`src/rtl/eeprom_ctrl.sv`:
```
// Erase/program/read sequencing controller for a 16x16 EEPROM array.
// Optional read-back verify after program/erase: define EEPROM_CTRL_VERIFY_EN.
module eeprom_ctrl #(
  parameter int ADDR_W       = 4,
  parameter int DATA_W       = 16,
  parameter int ERASE_CYCLES = 4,
  parameter int PROG_CYCLES  = 4
) (
  input  logic              clk,
  input  logic              rst,
  input  logic              req_valid,
  output logic              req_ready,
  input  logic [1:0]        req_op,
  input  logic [ADDR_W-1:0] req_addr,
  input  logic [DATA_W-1:0] req_wdata,
  output logic              resp_valid,
  output logic [DATA_W-1:0] resp_rdata,
  output logic              resp_err,
  output logic              busy,
  output logic [ADDR_W-1:0] mem_addr,
  output logic              mem_erase,
  output logic              mem_we,
  output logic [DATA_W-1:0] mem_din,
  input  logic [DATA_W-1:0] mem_dout
);

  localparam int MAX_CYCLES = (ERASE_CYCLES > PROG_CYCLES) ? ERASE_CYCLES : PROG_CYCLES;
  localparam int CNT_W      = $clog2(MAX_CYCLES) + 1;

  localparam logic [CNT_W-1:0] ERASE_LAST = CNT_W'(ERASE_CYCLES - 1);
  localparam logic [CNT_W-1:0] PROG_LAST  = CNT_W'(PROG_CYCLES - 1);
  localparam logic [CNT_W-1:0] CNT_ONE    = CNT_W'(1);

  localparam logic [1:0] OP_READ  = 2'b00;
  localparam logic [1:0] OP_WRITE = 2'b01;
  localparam logic [1:0] OP_ERASE = 2'b10;

  typedef enum logic [2:0] {
    IDLE,
    ERASE,
    PROG,
    READ,
    DONE
`ifdef EEPROM_CTRL_VERIFY_EN
    , VERIFY
`endif
  } state_t;

  state_t            state_r;
  state_t            state_next;
  state_t            after_write_s;
  logic [CNT_W-1:0]  cnt_r;
  logic [1:0]        op_r;
  logic [DATA_W-1:0] wdata_r;

`ifdef EEPROM_CTRL_VERIFY_EN
  logic [DATA_W-1:0] expect_s;
  assign after_write_s = VERIFY;
  assign expect_s      = (op_r == OP_ERASE) ? {DATA_W{1'b0}} : wdata_r;
`else
  assign after_write_s = DONE;
  assign resp_err      = 1'b0;
`endif

  // Next-state decode; req_ready is high exactly in IDLE, so req_valid alone accepts there.
  always_comb begin
    state_next = state_r;
    case (state_r)
      IDLE: begin
        if (req_valid) begin
          case (req_op)
            OP_READ:  state_next = READ;
            OP_WRITE: state_next = ERASE;
            OP_ERASE: state_next = ERASE;
            default:  state_next = DONE;
          endcase
        end else begin
          state_next = IDLE;
        end
      end
      ERASE: begin
        if (cnt_r == ERASE_LAST) begin
          if (op_r == OP_WRITE) begin
            state_next = PROG;
          end else begin
            state_next = after_write_s;
          end
        end else begin
          state_next = ERASE;
        end
      end
      PROG: begin
        if (cnt_r == PROG_LAST) begin
          state_next = after_write_s;
        end else begin
          state_next = PROG;
        end
      end
      READ:    state_next = DONE;
`ifdef EEPROM_CTRL_VERIFY_EN
      VERIFY:  state_next = DONE;
`endif
      DONE:    state_next = IDLE;
      default: state_next = IDLE;
    endcase
  end

  // State, phase counter, request latch and registered outputs decoded from the next state.
  always_ff @(posedge clk) begin
    if (rst) begin
      state_r    <= IDLE;
      cnt_r      <= '0;
      op_r       <= 2'b00;
      wdata_r    <= '0;
      req_ready  <= 1'b1;
      busy       <= 1'b0;
      resp_valid <= 1'b0;
      resp_rdata <= '0;
      mem_addr   <= '0;
      mem_erase  <= 1'b0;
      mem_we     <= 1'b0;
      mem_din    <= '0;
`ifdef EEPROM_CTRL_VERIFY_EN
      resp_err   <= 1'b0;
`endif
    end else begin
      state_r <= state_next;
      // Counter restarts on every phase change and saturates rather than wrapping.
      if (state_next != state_r) begin
        cnt_r <= '0;
      end else if (cnt_r != '1) begin
        cnt_r <= cnt_r + CNT_ONE;
      end
      if (state_r == IDLE && req_valid) begin
        op_r     <= req_op;
        mem_addr <= req_addr;
        wdata_r  <= req_wdata;
      end
      req_ready  <= (state_next == IDLE);
      busy       <= (state_next != IDLE);
      resp_valid <= (state_next == DONE);
      mem_erase  <= (state_next == ERASE);
      mem_we     <= (state_next == PROG);
      mem_din    <= (state_next == PROG) ? wdata_r : {DATA_W{1'b0}};
      if (state_r == READ) begin
        resp_rdata <= mem_dout;
      end
`ifdef EEPROM_CTRL_VERIFY_EN
      if (state_r == VERIFY) begin
        resp_rdata <= mem_dout;
        resp_err   <= (mem_dout != expect_s);
      end
`endif
    end
  end

endmodule
```
`config.mk`:
```
export PLATFORM = sky130hd
export DESIGN_NAME = eeprom_ctrl
export DESIGN_NICKNAME = d
export VERILOG_FILES = /design/src/rtl/eeprom_ctrl.sv
export SDC_FILE = /design/constraint.sdc
export NUM_CORES = 1
export LEC_CHECK = 0
export CAP_MARGIN = 5
export CORE_MARGIN = 5
export CORE_UTILIZATION = 39
export CTS_CLUSTER_SIZE = 8
export DETAILED_ROUTE_END_ITERATION = 8
export PLACE_DENSITY = 0.74
export SLEW_MARGIN = 15
export SYNTH_ARGS = -nofsm -noshare
export SYNTH_HDL_FRONTEND = slang
export SYNTH_SLANG_ARGS = --single-unit
```
`constraint.sdc`:
```
create_clock -name clk -period 1.45 [get_ports clk]
set_input_delay 0.29 -clock clk [delete_from_list [all_inputs] [get_ports clk]]
set_output_delay 0.29 -clock clk [all_outputs]
set_load 0.01 [all_outputs]
```
==> flow_summary.toml <==
[logic_synthesis]
synthMuxAreaShare = 0.00439
synthCells = 252
synth-compound-area-share = 0.127
synth_area_mm2 = 0.00228
yosysSeqAreaShare = 0.570
syn-num-nets = 296
synth-simple-area-share = 0.235
avgSynthCellArea_um2 = 9.05
ys_warn_count = 0
synth_adder_area_share = 0.0165
synth_cell_types = 30
synth-xor-area-share = 0.00768
synth_top_family_by_area = "simple AND/OR/NAND/NOR gates"
ys_ff_latch = 65

[floorplanning]
core_area_mm2 = 0.00561
fp.dieH_um = 86.5
initial_core_util = 0.407
die_w_um = 86.5
fp.dieArea_mm2 = 0.00748
io_pins = 83
placementRows = 27

[global_routing]
overflow = 0
antenna_found_initial = 0
grt_use_total = 0.143
grt_start_max_net_pins = 27
grt_pass1_vias = 1848
grt_first_pass_wirelength_um = 8350

[setup_path]
worstPathRequired_ns = 1.65
critPathSlowestCell = "or4b_4"
cp-end-kind = "register"
cp_cell_sequence = "clkdlybuf4s50_1, or4b_4, buf_4, nand2_1, a21oi_1"
reg2reg_from = "state_r[2]"
r2r_setup_slack_ns = 0.05
critPathBufInv = 2
arrival_ns = 1.60
criticalPathCategory = "input pin to register"
reg2reg_depth = 4
cp_top_family = "buffers and inverters"
startpoint_type = "input pin"
crit_path_max_fanout = 6
reg2reg_to = "mem_din[7]"
cp_slowest_stage_delay_ns = 0.51

[flow_run]
cap_viol_max_count = 0

[finish]
finish.net_count = 390
area_delta_synth_final_pct = 50.5
antenna-diode-count = 0
most-common-layout-cells = "nand2_1 (77), dfxtp_1 (64), dlygate4sd2_1 (42), a21oi_1 (39), clkdlybuf4s50_1 (39)"
final_common_cell = "nand2_1"
finalInstanceArea_mm2 = 0.00343
layout-drive-gt1-share = 0.120

[clock_tree]
clk_latency_ns = 0.32
cts_root_buf = "clkbuf_8"
path_clk_slew_ns = 0.07
numClockSinks = 65
holdBufCountCts = 0
cts_buffers = 9
post_cts.repair.setup_buffers = 0
cts_tree = "built"
clock_path_buffers = 2
htree_levels = 3

[hold_path]
min_path_type = "register to register"
whs_endpoint = "resp_rdata[4]"
hold_path_depth = 2
hold_start = "resp_rdata[4]"

[drt]
ant_nets = 0
viasPerCell = 4.56
drtPass1Iterations = 4
route.detailed.drc = 0
wl_um = 5190
wl_per_cell_um = 12.3
dr.first_iter.drc_count = 49
vias = 1920

[place]
placedInstanceArea_mm2 = 0.00328
hpwl_um = 3780
gp_congestion = 0.813
port-buffer-count = 81

[pwr]
p_comb_frac = 0.134
p_switching_uw = 902
power_frac_seq = 0.496
p_int_mw = 2.97
clockPowerShare = 0.370
power_density_mw_per_mm2 = 1130
total_leakage_power_nw = 1.51
p_sw_frac = 0.233
power_mw = 3.87
vdd_drop_max_uv = 667

[sta]
fin_crit_ns = 1.40
finalCritPeriodShare = 0.965
fin_worst_skew_ns = 0.00684
drv_slew = 0
setup-tns-final_ns = 0
setup-violations-final = 0
clock.fmax_mhz = 715
hold_viol_final = 0
rsz0062_at_grt = "no"

[status]
outcome = "finished clean"
==> worst reg2reg max path, delay by kind of cell, from the launching register on <==
family / cells / cell delay, ns
AOI/OAI and AO/OA: 1 / 0.13
DFF: 1 / 0.34
and+or+nand+nor: 2 / 0.70
buffers and inverters: 1 / 0.17
==> flip-flops by register name, summed over array words and instances, names as in the netlist <==
signal / flops
busy: 1
mem_addr: 4
mem_erase: 1
wdata_r: 16
mem_din: 16
mem_we: 1
op_r: 2
resp_valid: 1
resp_rdata: 16
state_r: 3
req_ready: 1
cnt_r: 3
==> timing repair <==
action,4_1_cts,5_1_grt
cloned,0,0
endpoints found under the setup margin,53,19
pin swaps,0,0
resized for setup,43,5
==> worst max-delay path by stage <==
stage / startpoint / to / slack, ns / cells past startpoint
2_1_floorplan: state_r[1] / mem_erase / -0.006 / 5
3_3_place_gp: req_valid / mem_addr[1] / -0.35 / 5
3_5_place_dp: req_valid / mem_addr[1] / -0.37 / 5
4_1_cts: cnt_r[0] / mem_din[7] / 0.007 / 6
5_1_grt: state_r[2] / mem_din[6] / 0.0002 / 4
6_report: req_valid / mem_addr[2] / 0.05 / 5
==> power by group through the flow <==
stage / clock network (mW) / logic, mW / registers [mW]
global placement: 0 / 0.527 / 1.96
finish: 1.43 / 0.518 / 1.92
detailed placement: 0 / 0.534 / 1.96
CTS: 1.49 / 0.517 / 1.92
global route: 1.58 / 0.570 / 1.93
floorplan: 0 / 0.275 / 1.97
==> through the flow <==
stage	hold slack (ns)	setup WS, ns	cells	util
2_1_floorplan	0.426	-0.00620	252	-
4_1_cts	0.453	0.00707	421	0.608
3_3_place_gp	0.436	-0.347	407	0.584
5_1_grt	0.471	0.000236	421	0.612
3_5_place_dp	0.441	-0.369	407	0.584
6_report	0.451	0.0505	421	0.612
==> area by class of cell <==
class                           instances  area [µm²]
Timing Repair Buffer                   99         922
Multi-Input combinational cell        169         927
Fill cell                             519        2180
Sequential cell                        65        1300
Inverter                                2        7.51
Clock inverter                          4        45.0
Tap cell                               72        90.1
Clock buffer                           10         138
==> kinds of logic after synthesis <==
| kind of cell | after synthesis |
|---|---|
| flops | 65 |
| fa+ha+maj | 3 |
| xor+xnor | 2 |
| simple gates | 115 |
| compound gates | 47 |
| other cells | 1 |
| mux | 1 |
| buf+inv | 18 |
==> synth_stat cells, drive strengths merged <==
master | count | area, µm²
nor4bb | 1 | 10.0
nor3 | 3 | 15.0
xor2 | 2 | 17.5
ha | 3 | 37.5
inv | 2 | 7.51
a21boi | 1 | 7.51
clkbuf | 11 | 41.3
and3b | 1 | 8.76
a22oi | 1 | 7.51
dfxtp | 65 | 1300
buf | 5 | 36.3
or4b | 2 | 23.8
a21o | 1 | 7.51
o21ai | 2 | 10.0
conb | 1 | 3.75
nor4b | 1 | 15.0
a21oi | 39 | 195
o32ai | 2 | 55.1
a31oi | 1 | 6.26
or2 | 1 | 6.26
nand3b | 2 | 15.0
mux2i | 1 | 10.0
and2 | 17 | 106
nand2b | 2 | 12.5
nor2b | 2 | 12.5
nor2 | 6 | 22.5
nand2 | 77 | 289
==> per-layer routing <==
metal	part of all wire	track usage	vias up
met5	0	0	-
met4	0.015	0.0680	0
met3	0.11	0.0656	12
li1	-	-	998
met2	0.45	0.220	71
met1	0.42	0.168	839
(Power assumes the default switching activity.)
